$ cat config.mk
export PLATFORM = sky130hd
export DESIGN_NAME = reg_dump_tx
export DESIGN_NICKNAME = d
export VERILOG_FILES = /design/src/rtl/reg_dump_tx_pkg.sv /design/src/rtl/reg_dump_tx_tick_divider.sv /design/src/rtl/reg_dump_tx.sv
export SDC_FILE = /design/constraint.sdc
export NUM_CORES = 1
export LEC_CHECK = 0
export CORE_ASPECT_RATIO = 1.25
export CORE_UTILIZATION = 52
export CTS_CLUSTER_SIZE = 28
export DETAILED_ROUTE_END_ITERATION = 10
export GPL_TIMING_DRIVEN = 1
export PLACE_DENSITY = 0.8
export SLEW_MARGIN = 40
export SYNTH_ARGS = -nofsm -noshare
export SYNTH_HDL_FRONTEND = slang
export SYNTH_SLANG_ARGS = --single-unit
export TNS_END_PERCENT = 20
$ cat constraint.sdc
create_clock -name clk -period 2.15 [get_ports clk]
set_clock_uncertainty 0.2 [all_clocks]
set_input_delay 0.3225 -clock clk [delete_from_list [all_inputs] [get_ports clk]]
set_output_delay 0.3225 -clock clk [all_outputs]
set_load 0.1 [all_outputs]
$ cat src/rtl/reg_dump_tx_pkg.sv
// Shared constants for the HC4 register dump path: data width and
// counter sizing helper used by the serialiser and its pacing divider.
package reg_dump_tx_pkg;

   localparam int HC4_DATA_WIDTH = 4;

   // Counter width that can hold 0..n-1, never narrower than one bit.
   function automatic int cnt_width(input int n);
      return (n <= 1) ? 1 : $clog2(n);
   endfunction

endpackage

$ cat src/rtl/reg_dump_tx_tick_divider.sv
// Phase pacer for the serialiser: tick is high on every CLKDIV-th cycle
// counted from the last clear, and the count restarts after each tick.
module tick_divider
   import reg_dump_tx_pkg::*;
#(
   parameter int CLKDIV = 2
) (
   input  logic clk,
   input  logic nReset,
   input  logic clear,
   output logic tick
);

   localparam int DW = cnt_width(CLKDIV);

   logic [DW-1:0] divcnt;

   assign tick = (divcnt == DW'(CLKDIV - 1));

   always_ff @(posedge clk or negedge nReset) begin
      if (!nReset) begin
         divcnt <= '0;
      end else if (clear || tick) begin
         divcnt <= '0;
      end else begin
         divcnt <= divcnt + 1'b1;
      end
   end

endmodule

$ cat src/rtl/reg_dump_tx.sv
// Snapshots the register bank and shifts it out MSB first on sdata/sclk,
// finishing each frame with one rclk strobe for the 74HC595 display chain.
module reg_dump_tx
   import reg_dump_tx_pkg::*;
#(
   parameter int WIDTH  = HC4_DATA_WIDTH,
   parameter int NREGS  = 4,
   parameter int CLKDIV = 2
) (
   input  logic                   clk,
   input  logic                   nReset,
   input  logic                   nStart,
   input  logic [NREGS*WIDTH-1:0] regs,
   output logic                   busy,
   output logic                   sdata,
   output logic                   sclk,
   output logic                   rclk
);

   localparam int NBITS = NREGS * WIDTH;
   localparam int BW    = cnt_width(NBITS);

   localparam logic [1:0] IDLE  = 2'd0;
   localparam logic [1:0] SETUP = 2'd1;
   localparam logic [1:0] HIGH  = 2'd2;
   localparam logic [1:0] LATCH = 2'd3;

   logic [1:0]       state;
   logic [NBITS-1:0] shadow;
   logic [NBITS-1:0] shifted;
   logic [BW-1:0]    bitcnt;
   logic             tick;
   logic             clear;

   // Holding the divider clear in IDLE makes every frame start from a fresh phase.
   assign clear   = (state == IDLE);
   assign shifted = shadow << 1;

   tick_divider #(
      .CLKDIV (CLKDIV)
   ) u_div (
      .clk    (clk),
      .nReset (nReset),
      .clear  (clear),
      .tick   (tick)
   );

   always_ff @(posedge clk or negedge nReset) begin
      if (!nReset) begin
         state  <= IDLE;
         shadow <= '0;
         bitcnt <= '0;
         busy   <= 1'b0;
         sdata  <= 1'b0;
         sclk   <= 1'b0;
         rclk   <= 1'b0;
      end else begin
         case (state)
            IDLE: begin
               if (!nStart) begin
                  shadow <= regs;
                  bitcnt <= BW'(NBITS - 1);
                  busy   <= 1'b1;
                  sdata  <= regs[NBITS-1];
                  state  <= SETUP;
               end
            end
            SETUP: begin
               if (tick) begin
                  sclk  <= 1'b1;
                  state <= HIGH;
               end
            end
            HIGH: begin
               if (tick) begin
                  sclk <= 1'b0;
                  if (bitcnt == '0) begin
                     sdata <= 1'b0;
                     rclk  <= 1'b1;
                     state <= LATCH;
                  end else begin
                     // Next bit goes straight to the pin so it sits stable for the whole SETUP phase.
                     shadow <= shifted;
                     sdata  <= shifted[NBITS-1];
                     bitcnt <= bitcnt - 1'b1;
                     state  <= SETUP;
                  end
               end
            end
            LATCH: begin
               if (tick) begin
                  rclk  <= 1'b0;
                  busy  <= 1'b0;
                  state <= IDLE;
               end
            end
            default: state <= IDLE;
         endcase
      end
   end

endmodule
**After elaboration in Yosys (flattened, before gate mapping)**

Index checks and enable logic that the tools add are counted.

- Register bits after elaboration: 26
- Latch bits: 0
- Bits in writable memories: 0
- Memory bits (read-only): 0
- Bits of input ports: 19
- Output and inout bits: 4
- Logic and storage cells: 59
- Memories: 0

- $add $sub $neg: 2
- Multiply operators: 0
- Divide/modulo/power cells: 0
- Order comparisons: 0
- Equality and inequality tests: 9
- Shift-type cells: 0
- Multiplexer cells: 27
- Bitwise logic cells: 0
- Reductions and logical operators: 13

Operators with widths:

| cell | number |
|---|---|
| two-way mux 15 bit | 3 |
| one-hot mux 15 bit (2 select lines) | 1 |
| two-way mux 4 bit | 3 |
| AND reduction 4 bit | 3 |
| two-way mux 2 bit | 5 |
| two-way mux 1 bit | 9 |
| AND reduction 3 bit | 3 |
| one-hot mux 1 bit (2 select lines) | 4 |
| one-hot mux 2 bit (4 select lines) | 1 |
| one-hot mux 4 bit (2 select lines) | 1 |
| nonzero test 2 bit | 4 |
| != test 2 x 1 -> 1 bit, second input constant | 3 |
| != test 2 bit, second input constant | 3 |
| == test 2 bit, second input constant | 2 |
| zero test 4 bit | 1 |
| subtractor 4 x 1 -> 4 bit, second input constant | 1 |
| == test 2 x 1 -> 1 bit, second input constant | 1 |
| zero test 2 bit | 1 |
| adder 1 bit, second input constant | 1 |
| logical OR 1 bit | 1 |

**Depth between registers and ports, before layout**

- Depth after elaboration: 4
- Mapped depth: 6
- Mapped depth without buffers: 5

**By module**

A second synthesis with hierarchy kept.

- Cells, all modules: 110
- Area total of the unflattened synthesis: 1,346.3 um2

By module, submodules not included:

| module | instances | cells each | area each (um2) | seq. area each (um2) |
|---|---|---|---|---|
| reg_dump_tx | 1 | 108 | 1,317.5 | 625.6 |
| tick_divider | 1 | 2 | 28.8 | 25.0 |

**Worst setup path after synthesis**

OpenSTA, ideal clock, no wires.

- Path kind: reg-to-reg
- Start: reg bitcnt[0]
- End: reg shadow[10]
- Library setup time: 125 ps
- Arrival time: 1,674 ps
- Required time: 1,825 ps
- Slack: 151 ps
- Cell stages (with the launch flop): 7
- Buffers on the path: 1
- Period minus slack after synthesis: 1,999 ps
- Path through: dfrtp_1 > inv_1 > ha_1 > nor3b_2 > a221oi_4 > buf_8 > mux2_4

- Word-level cells in the longest chain between the ends: 3

RTL lines:

| element | line | RTL |
|---|---|---|
| from (decl) | reg_dump_tx.sv:31 | `logic [BW-1:0] bitcnt;` |
| from (signal assigned) | reg_dump_tx.sv:62 | `bitcnt <= BW'(NBITS - 1);` |
| from (signal assigned) | reg_dump_tx.sv:85 | `bitcnt <= bitcnt - 1'b1;` |
| zero test 4 bit | reg_dump_tx.sv:77 | `if (bitcnt == '0) begin` |
| != test 2 bit (no source line) | - |  |
| AND reduction 4 bit (no source line) | - |  |
| to (signal assigned) | reg_dump_tx.sv:61 | `shadow <= regs;` |
| to (signal assigned) | reg_dump_tx.sv:83 | `shadow <= shifted;` |
| to (decl) | reg_dump_tx.sv:29 | `logic [NBITS-1:0] shadow;` |

No other way between the ends.
A chain may end at the register's enable or synchronous reset.

**Worst setup path in the final report**

- Start: reg state[1]
- End: reg shadow[13]

- Word-level cells in the longest chain between the ends: 3
- Elaborated cells between the ends (all ways): 8
- Those cells by class: eq/ne (4); mux (1); reduce/logical (3)

RTL lines:

| element | line | RTL |
|---|---|---|
| from (decl) | reg_dump_tx.sv:28 | `logic [1:0] state;` |
| from (signal assigned) | reg_dump_tx.sv:50 | `state <= IDLE;` |
| from (signal assigned) | reg_dump_tx.sv:65 | `state <= SETUP;` |
| from (signal assigned) | reg_dump_tx.sv:71 | `state <= HIGH;` |
| == test 2 bit or zero test 2 bit (tied branches) | reg_dump_tx.sv:58 | `case (state)` |
| != test 2 bit (no source line), or another cell as far along | - |  |
| AND reduction 4 bit (no source line) | - |  |

Parallel ways exist; a longest one is shown, timed or not.

==> summary.txt <==
Logic synthesis
  – Yosys warning count: 0
  – Fraction of registers with async set/reset: 100%
  – Synth unique cells: 33
  – EDFF count, synth: 0
  – Syn Inst Count: 107
  – Avg Cell Area, Syn: 12.7 um2
  – Mapped Area: 1360 um2
  – Area fraction of the dominant cell type after synthesis: 47.8%
  – Ys flop type: dfrtp_1
  – Synth Register Bits: 26
  – Top cells by area, synth: dfrtp_1 48%, mux2_2 18%, mux2_4 7.7%
  – Post-synthesis sequential area ratio: 47.8%
  – Cell accounting for the most synthesized area: dfrtp_1
  – Syn Nets: 127

Critical path
  – CP Launch Type: flop
  – Arrival time at the worst endpoint: 2.04 ns
  – Crit path max-delay family: multiplexers
  – Crit end category: flop
  – Crit path required time: 2.17 ns
  – Buffers and inverters on the worst path: 2
  – Max stage delay on crit path: 0.49 ns
  – Crit Path Class: reg -> reg
  – Crit Path Max Fanout: 9
  – CP max-delay cell: dfrtp_1
  – Most frequent CP cell: buf_4
  – Worst path cell trace: buf_4 -> nor2b_1 -> buf_4 -> mux2_2 -> mux2_4

Outcome
  – Status: complete, no violations

Clock tree
  – Post-CTS setup buffer count: 0
  – Total CTS buffers: 3
  – CTS Hold Bufs: 0
  – CTS tree: built
  – Clk slew on worst S/H paths: 0.14 ns
  – Clock root cell: clkbuf_4
  – Clk_lat worst skew: 0.31 ns
  – CTS max path bufs: 2
  – Cts repair resizes: 0
  – CTS Sinks: 26
  – Level count of the clock H-tree: 1

Timing
  – Final number of max-transition violations: 0
  – Relative slew margins: 67.9%
  – RSZ-0062 raised after global routing: false
  – Setup TNS Final: 0 ns
  – Period minus WS final: 2.02 ns
  – Count of final setup violators: 0
  – Final Worst Setup Slack: 0.134 ns
  – Final hold vios: 0
  – Tcrit/Tclk final: 93.8%
  – Fmax achieved: 496 MHz
  – Worst Tran Pin Value: 0.477 ns

Pwr
  – Peak VDD IR: 671 uV
  – PwrDens: 1340 nW/um2
  – P_leak: 0.733 nW

Die
  – Die Width: 47.7 um
  – Chip Height: 59.2 um
  – DIE AREA: 2830 um2
  – Core area: 2450 um2
  – Initial Util: 55.5%
  – IO Count: 23
  – Core Rows: 20

Placement
  – DP HPWL: 1.75 mm
  – Final GP Congestion: 0.891
  – Post-Place Cells: 166
  – Area of placed instances: 1650 um2
  – Port Buffers: 22
  – Placement Setup Slack: -0.0556 ns

Final layout
  – Post-layout util: 68.6%
  – Final #Nets: 158
  – Ratio of cells with drive above 1 in the final layout: 38.0%
  – Ant diodes: 0
  – Fin area: 1680 um2
  – Fin cells: 170
  – Layout area overhead: 23.7%

Routing
  – Router iterations before antenna repair: 3
  – Post-Route WL: 2.39 mm
  – Per-cell routed wire length: 14.0 um
  – DR vias: 902
  – DRT iter0 DRCs: 9
  – DRT antenna net count: 0
  – Vias per inst: 5.31
  – DRC: 0

Global routing
  – GR Overflow Total: 0
  – First-pass GRT wire length: 3.91 mm
  – Largest net degree at the start of global routing: 27
  – Initial antenna violation count: 0
  – Vias in the first global route: 925
  – Gr usage total: 19.6%

Job
  – Max_cap viols: 0

Worst hold path
  – Hold crit path type: in -> async
[cell type report]
type	count	area [um2]
Multi-Input combinational cell	69	638
Inverter	7	26.3
Tap cell	33	41.3
Sequential cell	26	651
Clock buffer	4	36.3
Timing Repair Buffer	31	290
Fill cell	198	769
[layer usage]
layer  share of wire [%]  GRT usage, %
met4                 2.3          12.7
met1                  43          22.9
met2                  51          32.0
met5                   0             0
met3                 3.1          3.05
[power breakdown]
| part | total [W] | leakage (nW) | switching (W) | internal [W] |
|---|---|---|---|---|
| registers | 0.000889 | 0.296 | 0.000176 | 0.000713 |
| clock network | 0.000244 | 0.0210 | 0.000141 | 0.000103 |
| logic | 0.00113 | 0.416 | 0.000546 | 0.000581 |
| total | 0.00226 | 0.733 | 0.000863 | 0.00140 |
[worst paths after layout]
kind | startpoint | slack (ns) | cells after the start | to
hold / removal | nReset | 0.15 | 2 | shadow[0]
hold reg to reg | sclk | 0.32 | 2 | sclk
min in group clk | sclk | 0.32 | 2 | sclk
max in group asynchronous | nReset | 1.36 | 2 | sdata
setup / recovery | state[1] | 0.13 | 5 | shadow[13]
setup reg to reg | state[1] | 0.13 | 5 | shadow[13]
[cells in the mapped netlist, types with 2 or more instances]
master     number
inv_1           7
mux2_4          7
a21oi_1         2
nand3b_1        2
o21ai_0         6
mux2_2         22
dfrtp_1        26
nor2_1          3
buf_4           2
nand2_1         5
nor2b_1         2
o2bb2ai_1       2
[worst reg2reg max path, stage by stage, from the launching register on]
cell	delay [ns]
dfrtp_1	0.49
buf_4	0.21
nor2b_1	0.20
buf_4	0.22
mux2_2	0.35
mux2_4	0.25
[state kept, by name, indices dropped and copies added (netlist names)]
name	flops
shadow	15
bitcnt	4
state	2
busy	1
rclk	1
sclk	1
sdata	1
u_div.tick	1
[cell usage in the layout, fill, tap and decap left out]
master	n
nor3b_2	1
nand2_4	1
dfrtp_1	26
nand2_1	5
a211oi_1	1
a31oi_1	1
or2_1	1
a41oi_1	1
buf_4	12
or3b_2	1
o22ai_1	1
nand3b_1	2
mux2_2	22
a21o_2	1
nor2_1	3
o2bb2ai_1	2
o31a_1	1
o21ai_0	6
a21oi_1	2
o32a_2	1
nor2b_1	2
clkbuf_4	3
a221oi_4	1
inv_1	7
buf_12	1
ha_1	1
or3_1	1
clkbuf_8	1
a22o_1	1
and2_1	1
clkdlybuf4s50_1	18
o211ai_1	1
mux2_4	7
nand2b_1	1
[stage by stage]
step           total power (W)  hold WS [ns]
3_5_place_dp           0.00203         0.289
2_1_floorplan          0.00177        -0.173
3_3_place_gp           0.00199         0.276
5_1_grt                0.00240         0.171
4_1_cts                0.00227         0.154
6_report               0.00226         0.146
[kinds of logic (layout without fill, tap and decap cells)]
logic type | Yosys count | after routing | share of synthesized area, %
DFF | 26 | 26 | 47.8
and+or+nand+nor | 19 | 19 | 8.46
muxes | 29 | 29 | 25.9
adders and majority gates | 1 | 1 | 0.920
buffers and inverters | 12 | 42 | 5.24
AOI/OAI and AO/OA | 20 | 20 | 11.6
Note: power is estimated with default switching activity, not from simulation.
==> edit 1, RTL diff (config.mk and constraints unchanged) <==
Change the package constant `HC4_DATA_WIDTH` from 4 to 6.
--- a/src/rtl/reg_dump_tx_pkg.sv
+++ b/src/rtl/reg_dump_tx_pkg.sv
@@ -3,5 +3,5 @@
 package reg_dump_tx_pkg;
 
-   localparam int HC4_DATA_WIDTH = 4;
+   localparam int HC4_DATA_WIDTH = 6;
 
    // Counter width that can hold 0..n-1, never narrower than one bit.
Ports: changed (resized regs); port bits go from 23 to 31. No check against the original RTL was run, so the function may have changed too.
==> edit 1 against the unedited design <==
Wire length is 48% higher. Design area is 31% higher. Sequential cell count is 9 higher. Worst setup slack worse by 6.8 ps. Sequential share of layout area is 0.93 points higher. Power is 46% lower. Synthesized area is 33% higher. First-iteration DRC count grew to 2.9 times the old value.
==> edit 1: results (changes against the unedited design) <==
TritonCTS Buffers=5 (+2); Starting DRT DRC Count=26 (+17); CP delay by family, top=flip-flops; biggest regs=shadow x23, bitcnt x5, state x2; status=complete, no violations; adder-cell share of the synthesized area=0.693% (-0.23 points); P_leak=0.00118 uW (+61%); commonest cells in the netlist=nand2_1, dfrtp_1, mux2_4, a21oi_1; Peak VDD IR=0.528 mV (-21%); Port Buffers=30 (+36%); nets=245 (+55%); crit path DAT=2000 ps (-40 ps); R2R Path Start=bitcnt[1]; met3 Use GR=6.67% (+3.6 points); clock group power=478 uW (+96%); Met1 Wirelength=1570 um (+52%); first-pass GRT wire length=5710 um (+46%); worst reg2reg endpoint=shadow[5]; layout cells sized above 1=20.7% (-17 points); syn nets=212 (+67%); Comb power frac=6.7% (-43 points); worst skew pair latency=290 ps (-20 ps); unique cell type count in the Yosys netlist=27 (-18%); Pre-antenna DRT Iters=4 (+1); most numerous cell in the Yosys netlist=nand2_1; Reg clk slew, reported paths=70 ps (-70 ps); routed vias=1,345 (+49%)
[edit 1: changes by cell type in the layout (fill, tap and decap cells not counted), moves of 3 or more]
cell	unedited run	this run
a21oi_1	2	8
mux2_2	22	7
clkbuf_4	3	0
nand2_1	5	75
buf_4	12	9
clkbuf_8	1	6
dfrtp_1	26	35
clkdlybuf4s50_1	18	26
mux2_4	7	16
[edit 1: layout make-up]
class                   count  area, um2  share of cell area (%)
clock buffers               6       82.6                    3.73
flip-flops and latches     35        876                    39.6
clock inverters             1       5.00                   0.226
multi-input cells         133        832                    37.6
inverters                   6       22.5                    1.02
repair buffers             36        348                    15.7
well taps                  37       46.3                    2.09
[edit 1: through the flow]
step	util (%)	area [um2]	hold WS [ps]	setup WS [ps]	instances
final	68.0	2210	240	127	254
after CTS	68.0	2210	253	134	254
after global routing	68.0	2210	302	22.5	254
after detailed placement	65.3	2120	285	129	247
after floorplan	-	1800	-173	198	184
after global placement	65.3	2120	278	155	247
==> edit 2, RTL diff (same settings) <==
Without the edit above. Make the reset (`nReset`) synchronous in 2 clocked blocks.
--- a/src/rtl/reg_dump_tx_tick_divider.sv
+++ b/src/rtl/reg_dump_tx_tick_divider.sv
@@ -18,5 +18,5 @@
    assign tick = (divcnt == DW'(CLKDIV - 1));
 
-   always_ff @(posedge clk or negedge nReset) begin
+   always_ff @(posedge clk) begin
       if (!nReset) begin
          divcnt <= '0;
--- a/src/rtl/reg_dump_tx.sv
+++ b/src/rtl/reg_dump_tx.sv
@@ -46,5 +46,5 @@
    );
 
-   always_ff @(posedge clk or negedge nReset) begin
+   always_ff @(posedge clk) begin
       if (!nReset) begin
          state  <= IDLE;
Formal check against the unedited RTL: differs if nReset is asserted again (counterexample within 4 cycles, from zero or initial values and one cycle with nReset low); with nReset held inactive, the same outputs for 10 cycles.
==> edit 2 against the unedited design <==
Sequential cell count stayed put. Worst setup slack better by 110 ps. Design area is 10% lower. Sequential share of layout area is 4.1 points lower. Global-route usage is 0.31 points higher. Wire length is 6.2% lower. Synthesized area is 11% lower. Non-clock buffer count stayed put. Highest routed layer unchanged.
Power is not compared: it rests on default switching activity, and its combinational part moved more than twofold at a synthesized area within 25%.
==> edit 2: results (changes against the unedited design) <==
critical path's largest stage delay=390 ps (-100 ps); routed vias=987 (+9.4%); P_leak=0.000658 uW; area grow syn2layout=24.4%; slowest cell on the critical path=dfxtp_1; vias in the first global route=964 (+4.2%); status=complete, no violations; Tot GR Track Use=19.9% (+0.31 points); Highest Signal Layer=met4; layout cells sized above 1=14.9% (-23 points); htree depth=1 (unchanged); worst-margin pin slew=470 ps (-6.25 ps); FF+latch count, synth=26 (unchanged); clk root buf=clkbuf_4; ys flop type=dfxtp_1; cell total after placement=181 (+9.0%); Seq/Total Area, Yosys=43.0% (-4.9 points); Max-area cell class=multi-input gates; unique cell type count in the Yosys netlist=28 (-15%); met3 Use GR=1.95% (-1.1 points); Pre-antenna DRT Iters=4 (+1); met1 GRT Util=25.1% (+2.2 points); clock buffer depth=2 (unchanged); synthesized area per cell=9.39 um2 (-26%); storage element area=520 um2 (-20%); GP Congestion=0.856 (-4.0%); crit path DAT=1940 ps (-100 ps); Hold Path Class=flop to flop; Met1 Wirelength=1030 um (-0.87%); grt met2 use=34.4% (+2.3 points); multi-input gates=87 (+26%); hold path depth=2; first-pass GRT wire length=3870 um (-1.1%); ranking of synthesized cells by area=dfxtp_1, mux2i_1, a211oi_1; Peak VDD IR=0.604 mV; Final Non-Filler Cells=185 (+8.8%); initial antenna violation count=0 (unchanged); Routed WL=2240 um (-6.2%); dpl cell area=0.00147 mm2 (-11%); Multi-input gate area=598 um2 (-6.3%); worst-path fanout max=24 (+15); CP delay by family, top=compound AO/OA/AOI/OAI gates; largest net degree at the start of global routing=25 (-7.4%); Post-synth ARST share=0% (-100 points); FILL cells=189 (-4.5%); Worst R2R Path Depth=7 (+2); Reg clk slew, reported paths=140 ps (about the same); routed wl met3=58 um (-21%); Layout clock area frac=2.41% (+0.25 points); Inverters=6 (-1); sequential share of cell area=34.6% (-4.1 points); NonClk Buf Share=19.3% (+2.0 points); Detail Placement HPWL=1710 um (-2.4%); Starting DRT DRC Count=10 (+1); pre-CTS setup slack=15.0 ps (+70.6 ps); syn nets=149 (+17%); commonest cells in the netlist=dfxtp_1, nor2_1, a211oi_1, mux2i_1, a21oi_1; routed wl met2=1120 um (-8.4%)
[edit 2: worst min-delay path, delay by kind of cell, from the launching register on]
family             cells  cell delay (ps)
DFF                    1              340
AOI/OAI and AO/OA      1               60
and+or+nand+nor        1               50
[edit 2: logic make-up (layout without fill, tap and decap cells)]
family          Yosys count  after routing  synth area share (%)
mux                      14             14                  11.6
flops                    26             26                  43.0
fa+ha+maj                 1              1                  1.03
compound gates           37             37                  23.1
simple gates             35             35                  13.6
buf+inv                  16             41                  7.64
[edit 2: path summary, 6_finish.rpt]
kind | from | slack (ps) | end
setup / recovery | bitcnt[0] | 250 | shadow[13]
hold / removal | shadow[0] | 280 | shadow[0]
setup reg to reg | bitcnt[0] | 250 | shadow[13]
hold reg to reg | shadow[0] | 280 | shadow[0]
[edit 2: where the power goes]
group / leakage [uW] / switching [uW] / internal (uW)
sequential: 0.000215 / 35.6 / 529
combinational: 0.000422 / 146 / 121
clock: 0.0000210 / 143 / 104
total: 0.000658 / 324 / 753
